`src/rtl/fp_dp4_feeder.sv`:
```
// Packs up to four (x,y) pairs into the dp4 operand lanes, holds them for one EVAL cycle, then registers z/status.
// Result is valid 1 cycle after the closing beat; in_ready stays low until the held result is taken by out_ready.
module fp_dp4_feeder #(
    parameter int sig_width = 23,
    parameter int exp_width = 8
) (
    input  logic                           inst_clk,
    input  logic                           inst_rst,
    input  logic                           in_valid,
    output logic                           in_ready,
    input  logic [sig_width+exp_width:0]   in_x,
    input  logic [sig_width+exp_width:0]   in_y,
    input  logic                           in_last,
    input  logic [2:0]                     inst_rnd,
    output logic [sig_width+exp_width:0]   dp_a,
    output logic [sig_width+exp_width:0]   dp_b,
    output logic [sig_width+exp_width:0]   dp_c,
    output logic [sig_width+exp_width:0]   dp_d,
    output logic [sig_width+exp_width:0]   dp_e,
    output logic [sig_width+exp_width:0]   dp_f,
    output logic [sig_width+exp_width:0]   dp_g,
    output logic [sig_width+exp_width:0]   dp_h,
    output logic [2:0]                     dp_rnd,
    input  logic [sig_width+exp_width:0]   dp_z,
    input  logic [7:0]                     dp_status,
    output logic                           out_valid,
    input  logic                           out_ready,
    output logic [sig_width+exp_width:0]   out_z,
    output logic [7:0]                     out_status
);
    localparam int W = sig_width + exp_width + 1;

    typedef enum logic [1:0] {FILL = 2'd0, EVAL = 2'd1, OUT = 2'd2} state_t;

    state_t         state_q, state_d;
    logic [1:0]     cnt_q, cnt_d;
    logic [W-1:0]   lane_q [8];
    logic [W-1:0]   lane_d [8];
    logic [2:0]     rnd_q, rnd_d;
    logic           vld_q, vld_d;
    logic [W-1:0]   z_q, z_d;
    logic [7:0]     st_q, st_d;
    logic           accept;
    logic           close;

    assign accept = in_valid & in_ready;
    // Beat 3 closes the vector even without in_last: only four lane pairs exist.
    assign close  = accept & (in_last | (cnt_q == 2'd3));

    always_ff @(posedge inst_clk) begin
        if (inst_rst) begin
            state_q <= FILL;
        end else begin
            state_q <= state_d;
        end
    end

    always_comb begin
        state_d = state_q;
        case (state_q)
            FILL:    if (close) state_d = EVAL;
            EVAL:    state_d = OUT;
            OUT:     if (vld_q & out_ready) state_d = FILL;
            default: state_d = FILL;
        endcase
    end

    always_comb begin
        in_ready  = (state_q == FILL) & ~inst_rst;
        out_valid = vld_q;
    end

    always_comb begin
        cnt_d  = cnt_q;
        lane_d = lane_q;
        rnd_d  = rnd_q;
        vld_d  = vld_q;
        z_d    = z_q;
        st_d   = st_q;
        case (state_q)
            FILL: begin
                if (accept) begin
                    lane_d[{cnt_q, 1'b0}] = in_x;
                    lane_d[{cnt_q, 1'b1}] = in_y;
                    if (cnt_q == 2'd0) rnd_d = inst_rnd;
                    cnt_d = close ? 2'd0 : cnt_q + 2'd1;
                end
            end
            EVAL: begin
                z_d   = dp_z;
                st_d  = dp_status;
                vld_d = 1'b1;
            end
            OUT: begin
                // Clearing lanes here makes the next short vector zero-padded for free.
                if (vld_q & out_ready) begin
                    vld_d  = 1'b0;
                    lane_d = '{default: '0};
                    rnd_d  = 3'd0;
                end
            end
            default: ;
        endcase
    end

    always_ff @(posedge inst_clk) begin
        if (inst_rst) begin
            cnt_q  <= 2'd0;
            lane_q <= '{default: '0};
            rnd_q  <= 3'd0;
            vld_q  <= 1'b0;
            z_q    <= '0;
            st_q   <= 8'd0;
        end else begin
            cnt_q  <= cnt_d;
            lane_q <= lane_d;
            rnd_q  <= rnd_d;
            vld_q  <= vld_d;
            z_q    <= z_d;
            st_q   <= st_d;
        end
    end

    assign dp_a       = lane_q[0];
    assign dp_b       = lane_q[1];
    assign dp_c       = lane_q[2];
    assign dp_d       = lane_q[3];
    assign dp_e       = lane_q[4];
    assign dp_f       = lane_q[5];
    assign dp_g       = lane_q[6];
    assign dp_h       = lane_q[7];
    assign dp_rnd     = rnd_q;
    assign out_z      = z_q;
    assign out_status = st_q;
endmodule

```
`config.mk`:
```
export PLATFORM = sky130hd
export DESIGN_NAME = fp_dp4_feeder
export DESIGN_NICKNAME = d
export VERILOG_FILES = /design/src/rtl/fp_dp4_feeder.sv
export SDC_FILE = /design/constraint.sdc
export NUM_CORES = 1
export LEC_CHECK = 0
export BUFFER_PORTS_ARGS = -buffer_cell sky130_fd_sc_hd__buf_2
export CORE_AREA = 2 2 161 163
export CTS_CLUSTER_SIZE = 12
export DETAILED_ROUTE_END_ITERATION = 6
export DIE_AREA = 0 0 163 165
export PLACE_DENSITY_LB_ADDON = 0.12
export SETUP_SLACK_MARGIN = 0.05
export SYNTH_ARGS = -nofsm -noshare
export SYNTH_HDL_FRONTEND = slang
export SYNTH_SLANG_ARGS = --single-unit
```
`constraint.sdc`:
```
create_clock -name inst_clk -period 4.9 [get_ports inst_clk]
set_clock_uncertainty 0.2 [all_clocks]
set_input_delay 0.49 -clock inst_clk [delete_from_list [all_inputs] [get_ports inst_clk]]
set_output_delay 0.49 -clock inst_clk [all_outputs]
set_load 0.02 [all_outputs]
```
==> results of run 1 <==
==> what timing repair did <==
action                    CTS  global route
resized for setup           0             0
buffers inserted            0             0
hold endpoints to repair    1             0
hold buffers                1             0
==> worst min path at each step <==
stage / from / endpoint / cells past startpoint / slack, ns
2_1_floorplan: cnt_q[1] / cnt_q[1] / 2 / 0.26
3_3_place_gp: out_status[6] / out_status[6] / 2 / 0.24
3_5_place_dp: out_status[2] / out_status[2] / 2 / 0.24
4_1_cts: dp_z[20] / out_z[20] / 3 / 0.009
5_1_grt: dp_z[13] / out_z[13] / 3 / 0.01
6_report: dp_z[20] / out_z[20] / 3 / 0.02
==> placed cells by master, fill, tap and decap left out, drive strengths merged <==
cell type / n
a2bb2o: 1
nor3b: 195
and3: 1
dlygate4sd3: 1
clkinvlp: 1
a211oi: 1
or4b: 1
a32o: 64
a21oi: 238
a31oi: 195
diode: 2
nor2: 4
dfxtp: 304
clkinv: 4
ha: 4
nand2: 83
nor3: 1
nor4b: 1
nand2b: 1
nand4b: 1
inv: 3
clkbuf: 51
nand3: 197
nor2b: 2
buf: 427
==> cell families (layout without fill, tap and decap cells) <==
group,Yosys count,in the layout,share of synthesized area
other,0,2,0
DFF,304,304,0.474
AOI/OAI and AO/OA,499,499,0.240
and+or+nand+nor,487,487,0.221
adders and majority gates,4,4,0.00390
buffers and inverters,189,487,0.0609
==> where the power goes <==
group | switching, mW | internal (mW) | leakage, nW
sequential | 0.0526 | 2.54 | 2.46
combinational | 0.390 | 0.169 | 3.34
clock | 0.990 | 1.44 | 0.518
total | 1.43 | 4.15 | 6.31
==> stage by stage <==
step | instances | worst slack, ns
detailed placement | 2054 | 1.80
global placement | 2054 | 1.79
finish | 2113 | 1.74
floorplan | 1483 | 2.57
CTS | 2111 | 1.78
global route | 2112 | 1.52
==> final cells by class <==
cell class / instances / area (um2)
fillers: 2184 / 9210
well taps: 330 / 413
clock inverters: 5 / 27.5
multi-input cells: 990 / 6020
diodes: 2 / 5.00
clock buffers: 51 / 1030
flip-flops and latches: 304 / 6090
repair buffers: 428 / 2230
inverters: 3 / 11.3
==> layer usage <==
metal,vias to the layer above,track usage,share of wire
met1,6170,0.366,0.41
met5,-,0,0.00026
met3,73,0.0658,0.083
met2,502,0.476,0.48
li1,6102,-,-
met4,2,0.113,0.033
==> critical path: stages, from the launching register on <==
cell and delay, ns:
dfxtp_4 0.97, buf_4 0.59, buf_4 0.73, nor3b_1 0.13, a31oi_1 0.20, a21oi_1 0.10
==> state kept, by name, summed over array words and instances (netlist names) <==
signal	count
dp_a	32
dp_b	32
dp_c	32
dp_d	32
dp_e	32
dp_f	32
dp_g	32
dp_h	32
out_z	32
out_status	8
dp_rnd	3
cnt_q	2
state_q	2
out_valid	1
==> out/results.tsv, run 1 <==
stage	metric	value	unit
status	status	finished clean	
timing	period_share	0.645	
clock_network	path_clk_slew	0.06	ns
yosys	syn_area	0.0128	mm2
yosys	synth_cell_types	24	
yosys	ys_ff_latch	304	
job	maxCapViolCount	0	
timing	hold_viol_final	0	
timing	setup-violations-final	0	
yosys	synth_nets	1599	
floorplanning	io_pins	413	
clock_network	clockBufferDepth	3	
min_path	hp-class	primary input to register	
timing	tightest_slew	1.17	ns
timing	fmax	0.316	GHz
yosys	synth.area.top_cells	dfxtp_1, nor3b_1, a31oi_1	
yosys	synth_ff_type	dfxtp_1	
floorplanning	die_x	163	um
timing	grt_setup_unrepaired	no	
route	drt_iter0_drc	1250	
worst_setup_path	worst_ep_required_time	5.04	ns
floorplanning	dieArea	0.0269	mm2
worst_setup_path	critPathLaunch	state_q[1]	
yosys	synth.avg_cell_area	8.65	um2
place	dp_hpwl	24900	um
floorplanning	rows	58	
worst_setup_path	endpoint	dp_d[15]	
clock_network	numCtsBuffers	34	
worst_setup_path	cp.arrival	3.31	ns
layout	drive_above_1_share	0.272	
timing	finalHoldWorstSlack	0.0215	ns
power	p_total	5.58	mW
clock_network	clockRootBuffer	clkbuf_16	
clock_network	htreeDepth	2	
place	port_buffers	412	
grt	grt_start_max_net_pins	199	
route	wl	41500	um
worst_setup_path	critical_path.max_fanout	87	
timing	finalSetupTns	0	ns
worst_setup_path	cp-start-kind	register	
floorplanning	die_y	165	um
grt	grt_pass1_vias	11500	
worst_setup_path	rrSetupSlack	1.74	ns
place	placed_cell_area	0.0148	mm2
yosys	synth_cells	1483	
yosys	yosys.area.top_type	dfxtp_1	
route	viasPerCell	6.08	
floorplanning	initial_utilization	0.512	
clock_network	clock-sinks	304	
worst_setup_path	cp-end-kind	register	
route	dr_total_vias	12800	
yosys	yosysWarningCount	0	
clock_network	cts_tree	yes	
layout	fin_area	0.0158	mm2
timing	min_period	3.16	ns
power	leakage	6.31	nW
yosys	yosysMostFrequentCell	dfxtp_1	
route	dr.pass1.iters	5	
layout	areaGrowthSynthToFinish	23.3	%
grt	grt_pass1_wl	63000	um
power	power_density	353	mW/mm2
route	post_drt_wl_per_cell	19.7	um
grt	grtUsageTotal	0.288	
yosys	async_reset_ff_frac	0	
route	route.detailed.drc	0	
worst_setup_path	timing.rr.end	dp_d[15]	
yosys	seq_area_frac_synth	0.474	
worst_setup_path	r2r_start	state_q[1]	
layout	finish.utilization	0.632	
grt	grt_overflow_total	0	
timing	slew_headroom	0.220	
yosys	synth.top_cell.area_share	0.474	
grt	antenna_found_initial	3	
yosys	synth-edff-count	0	
clock_network	worst_skew_pair.late_latency	0.51	ns
layout	nets	1877	
power	peakVddDrop	226	uV
yosys	netlist_top_cells_count	dfxtp_1, a21oi_1, nand3_1, a31oi_1, nor3b_1	
place	place.gp.congestion	0.802	
worst_setup_path	r2r_cells	5	
timing	maxSlewViolCount	0	
worst_setup_path	crit_type	register to register	
route	drtAntennaViolNets	0	
floorplanning	coreArea	0.0250	mm2
Power figures use the tool's default switching activity.
==> run 2: changes to the inputs <==
--- a/config.mk
+++ b/config.mk
@@ -6,10 +6,11 @@
 export NUM_CORES = 1
 export LEC_CHECK = 0
 export BUFFER_PORTS_ARGS = -buffer_cell sky130_fd_sc_hd__buf_2
-export CORE_AREA = 2 2 161 163
+export CORE_ASPECT_RATIO = 1.5
+export CORE_MARGIN = 2
+export CORE_UTILIZATION = 46
 export CTS_CLUSTER_SIZE = 12
 export DETAILED_ROUTE_END_ITERATION = 6
-export DIE_AREA = 0 0 163 165
 export PLACE_DENSITY_LB_ADDON = 0.12
 export SETUP_SLACK_MARGIN = 0.05
 export SYNTH_ARGS = -nofsm -noshare
==> constraint.sdc (replaced) <==
create_clock -name inst_clk -period 2.9 [get_ports inst_clk]
set_clock_uncertainty 0.2 [all_clocks]
set_input_delay 0.29 -clock inst_clk [delete_from_list [all_inputs] [get_ports inst_clk]]
set_output_delay 0.29 -clock inst_clk [all_outputs]
set_load 0.02 [all_outputs]
==> run 2 against run 1 <==
- critical path depth unchanged
- clock-buffer cell count decreased by 7
- sequential cell count unchanged
- die area increased by 8.8%
- worst setup slack got worse by 1.2 ns
- total power increased by 63%
- via count increased by 5.4%
- sequential share of layout area decreased by 2.9 points
- sequential power increased by 68%
- final area increased by 8.3%
- clock power increased by 49%
- combinational power increased by 100%
- largest cell class unchanged
- highest routed layer unchanged
==> out/results.tsv, run 2 (same netlist as run 1, synthesis figures left out) <==
stage	metric	value	unit
layout	mostFrequentLayoutCells	buf_2, dfxtp_1, a21oi_1, nand3_1	
worst_setup_path	cp.arrival	2.60	ns
worst_setup_path	slowest_stage	or4b_4	
clock_network	htreeDepth	1	
floorplanning	die_x	140	um
power	seqPwrFrac	0.480	
layout	fin_area	0.0171	mm2
route	dr.pass1.iters	5	
power	p_comb_frac	0.124	
route	drtAntennaViolNets	0	
worst_setup_path	worst_ep_required_time	3.15	ns
worst_setup_path	critPathMaxStageDelay	0.58	ns
floorplanning	initial_utilization	0.470	
clock_network	post-cts-setup-buffers	0	
timing	finalHoldWorstSlack	0.251	ns
place	placed_cell_area	0.0149	mm2
floorplanning	die_y	209	um
clock_network	cts_resized	0	
layout	layout_commonest_cell	buf_2	
grt	grt_pass1_wl	70100	um
layout	fill_cells	2304	
worst_setup_path	critical_path.max_fanout	64	
layout	areaGrowthSynthToFinish	33.6	%
timing	hold_viol_final	0	
grt	grt_start_max_net_pins	196	
place	port_buffers	412	
power	peakVddDrop	459	uV
timing	period_share	0.810	
job	maxCapViolCount	0	
timing	slew_headroom	0.274	
route	dr_total_vias	13500	
clock_network	path_clk_slew	0.06	ns
power	leakage	6.91	nW
grt	grt_pass1_vias	12700	
timing	min_period	2.35	ns
power	p_total	9.09	mW
floorplanning	rows	74	
timing	finalSetupTns	0	ns
clock_network	clock-sinks	304	
worst_setup_path	cp-end-kind	register	
grt	antenna_found_initial	2	
timing	tightest_slew	1.09	ns
place	place.gp.congestion	0.793	
timing	fmax	0.426	GHz
layout	nets	2014	
worst_setup_path	cp-start-kind	primary input	
route	wl	45100	um
clock_network	cts_tree	yes	
floorplanning	io_pins	413	
min_path	hp-class	register to register	
worst_setup_path	crit_type	primary input to register	
status	status	finished clean	
layout	seq_area	0.00609	mm2
route	viasPerCell	6.01	
power	switching_share	0.261	
floorplanning	coreArea	0.0273	mm2
timing	maxSlewViolCount	0	
clock_network	holdBufCountCts	135	
layout	antenna_cells	0	
clock_network	worst_skew_pair.late_latency	0.56	ns
route	post_drt_wl_per_cell	20.0	um
place	placedCellCount	2073	
power	p_int	6.72	mW
worst_setup_path	rrSetupSlack	0.67	ns
place	dp_slack	0.596	ns
timing	setup_slack	0.551	ns
floorplanning	dieArea	0.0293	mm2
layout	finish.utilization	0.627	
clock_network	numCtsBuffers	30	
grt	grt_overflow_total	0	
layout	instances_no_fill	2253	
route	drt_iter0_drc	877	
timing	setup-violations-final	0	
power	p_clk_frac	0.397	
worst_setup_path	worstPathCellList	dlygate4sd3_1 -> buf_6 -> or4b_4 -> a2bb2o_4 -> a32o_1	
clock_network	clockRootBuffer	clkbuf_16	
power	power_density	531	mW/mm2
power	p_switching	2.37	mW
timing	grt_setup_unrepaired	no	
place	dp_hpwl	26600	um
layout	drive_above_1_share	0.251	
layout	multi_input_area	0.00601	mm2
grt	grtUsageTotal	0.289	
clock_network	clockBufferDepth	3	
route	route.detailed.drc	0	
-- run 2: changes by cell type in the layout (fill, tap and decap cells not counted) --
| cell | before | now |
|---|---|---|
| dlygate4sd3_1 | 1 | 135 |
| buf_12 | 3 | 11 |
| clkbuf_16 | 37 | 31 |
| clkinv_2 | 4 | 1 |
| diode_2 | 2 | 0 |
| buf_4 | 12 | 11 |
| clkbuf_8 | 5 | 4 |
| clkinvlp_4 | 1 | 0 |
| nor2b_2 | 0 | 1 |
| nor2b_4 | 1 | 0 |
-- run 2: worst max-delay path: cells and delay by family --
family | cells | cell delay (ns)
AND/OR/NAND/NOR | 1 | 0.58
AO/OA/AOI/OAI | 2 | 0.84
buffers and inverters | 2 | 0.80
-- run 2: power groups by stage --
stage,Clock [mW],Sequential (mW),Combinational (mW)
floorplan,0,4.58,0.452
global placement,0,4.45,0.970
detailed placement,0,4.45,0.979
CTS,3.67,4.36,1.11
global route,3.84,4.37,1.20
finish,3.61,4.36,1.12
-- run 2: cell type report --
class,instances,share of cell area
Timing Repair Buffer,569,0.217
Tap cell,342,0.0250
Multi-Input combinational cell,990,0.351
Clock buffer,44,0.0505
Inverter,3,0.000657
Clock inverter,1,0.000292
Sequential cell,304,0.355
-- run 2: final timing paths --
path                   start   endpoint  cells after the start
hold reg to reg    out_z[18]  out_z[18]                      2
setup reg to reg  state_q[0]   out_z[3]                      5
hold / removal     out_z[18]  out_z[18]                      2
setup / recovery    inst_rst   dp_g[19]                      5
-- run 2: metal layers --
metal / part of all wire / global-route usage / up-vias
met5: 0.00060 / 0 / -
met4: 0.059 / 0.158 / 4
met3: 0.080 / 0.0610 / 132
met2: 0.47 / 0.479 / 591
met1: 0.39 / 0.350 / 6451
li1: - / - / 6369
==> run 3: changes to the inputs <==
--- a/config.mk
+++ b/config.mk
@@ -8,7 +8,7 @@
 export BUFFER_PORTS_ARGS = -buffer_cell sky130_fd_sc_hd__buf_2
 export CORE_ASPECT_RATIO = 1.5
 export CORE_MARGIN = 2
-export CORE_UTILIZATION = 46
+export CORE_UTILIZATION = 51
 export CTS_CLUSTER_SIZE = 12
 export DETAILED_ROUTE_END_ITERATION = 6
 export PLACE_DENSITY_LB_ADDON = 0.12
==> constraint.sdc (replaced) <==
create_clock -name inst_clk -period 2.36 [get_ports inst_clk]
set_clock_uncertainty 0.2 [all_clocks]
set_input_delay 0.236 -clock inst_clk [delete_from_list [all_inputs] [get_ports inst_clk]]
set_output_delay 0.236 -clock inst_clk [all_outputs]
set_load 0.02 [all_outputs]
==> run 3 against run 2 <==
- combinational power up 22%
- register-to-register slack worse by 0.49 ns
- largest cell class unchanged
- clock-buffer cell count down 3
- sequential share of layout area up 0.35 points
- highest routed layer is now met4
- critical path type is now register to register
==> out/results.tsv, run 3 (same netlist as run 1, synthesis figures left out) <==
stage	metric	value	unit
clock_network	clockBufferDepth	3	
timing	tightest_slew	0.951	ns
route	route.detailed.drc	0	
route	wl	43100	um
grt	grt_overflow_total	0	
timing	hold_viol_final	0	
route	viasPerCell	6.09	
clock_network	cts_resized	0	
route	dr.pass1.iters	5	
route	drtAntennaViolNets	0	
layout	nets	1994	
worst_setup_path	critical_path.max_fanout	64	
layout	drive_above_1_share	0.255	
route	dr_total_vias	13500	
layout	mostFrequentLayoutCells	buf_2, dfxtp_1, a21oi_1, nand3_1	
timing	min_period	2.18	ns
clock_network	cts_tree	yes	
route	drt_iter0_drc	1206	
place	port_buffers	412	
worst_setup_path	cp.arrival	2.42	ns
clock_network	clock-sinks	304	
power	power_density	652	mW/mm2
timing	maxSlewViolCount	0	
job	maxCapViolCount	0	
floorplanning	coreArea	0.0249	mm2
floorplanning	initial_utilization	0.516	
grt	grt_pass1_wl	66200	um
timing	period_share	0.923	
worst_setup_path	crit_type	register to register	
timing	setup-violations-final	0	
route	post_drt_wl_per_cell	19.4	um
worst_setup_path	worstPathCellList	or4b_4 -> a2bb2o_4 -> a32o_1	
layout	fill_cells	1971	
worst_setup_path	worst_ep_required_time	2.61	ns
place	dp_slack	0.206	ns
clock_network	clockRootBuffer	clkbuf_16	
layout	antenna_cells	0	
timing	grt_setup_unrepaired	no	
worst_setup_path	critPathMaxStageDelay	0.57	ns
timing	setup_slack	0.181	ns
grt	grt_start_max_net_pins	199	
floorplanning	dieArea	0.0265	mm2
power	peakVddDrop	706	uV
worst_setup_path	slowest_stage	or4b_4	
timing	fmax	0.459	GHz
place	dp_hpwl	25500	um
power	p_total	11.1	mW
worst_setup_path	cp-end-kind	register	
min_path	hp-class	primary input to register	
worst_setup_path	cp-start-kind	register	
clock_network	holdBufCountCts	111	
floorplanning	rows	71	
timing	finalSetupTns	0	ns
status	status	finished clean	
floorplanning	die_x	134	um
clock_network	post-cts-setup-buffers	0	
floorplanning	io_pins	413	
clock_network	numCtsBuffers	30	
layout	layout_commonest_cell	buf_2	
clock_network	htreeDepth	1	
timing	slew_headroom	0.366	
floorplanning	die_y	198	um
grt	grt_pass1_vias	12500	
power	leakage	6.78	nW
grt	grtUsageTotal	0.304	
layout	areaGrowthSynthToFinish	32.3	%
clock_network	path_clk_slew	0.06	ns
clock_network	worst_skew_pair.late_latency	0.56	ns
grt	antenna_found_initial	0	
place	place.gp.congestion	0.790	
-- run 3: stage by stage --
step / area, um2 / cells / util / hold WS [ns]
after floorplan: 12800 / 1483 / - / 0.132
after global placement: 15000 / 2063 / 0.604 / 0.239
after detailed placement: 15000 / 2063 / 0.604 / 0.244
after CTS: 17000 / 2216 / 0.682 / 0.202
after global routing: 17000 / 2216 / 0.682 / 0.256
final: 17000 / 2216 / 0.682 / 0.209
-- run 3: path summary, 6_finish.rpt --
kind,from,to,slack (ns),cells past startpoint
setup / recovery,state_q[1],dp_h[30],0.18,3
hold / removal,in_valid,dp_d[31],0.21,5
setup reg to reg,state_q[1],dp_h[30],0.18,3
hold reg to reg,out_z[4],out_z[4],0.25,2
-- run 3: area by class of cell --
type                       count  area [um2]  area share
multi-input combinational    990        6010       0.354
tap                          328         410      0.0242
sequential                   304        6090       0.359
clock buffer                  41         833      0.0491
timing repair buffer         549        3600       0.212
inverter                       3        11.3    0.000664
clock inverter                 1        8.76    0.000516
-- run 3: metal layers --
layer | part of all wire | track usage
met5 | 0 | 0
met4 | 0.056 | 0.173
met3 | 0.083 | 0.0645
met2 | 0.48 | 0.498
met1 | 0.38 | 0.370
-- run 3: power breakdown --
group	internal, mW	total, mW	switching, mW	leakage (nW)
Clock	2.42	4.32	1.91	0.410
Combinational	0.501	1.37	0.870	3.91
Sequential	5.27	5.36	0.0906	2.46
Total	8.19	11.1	2.87	6.78
-- run 3: worst max-delay path: cells and delay by family, from the launching register on --
family	cells	cell delay [ns]
compound gates	2	0.87
simple gates	1	0.57
flops	1	0.39
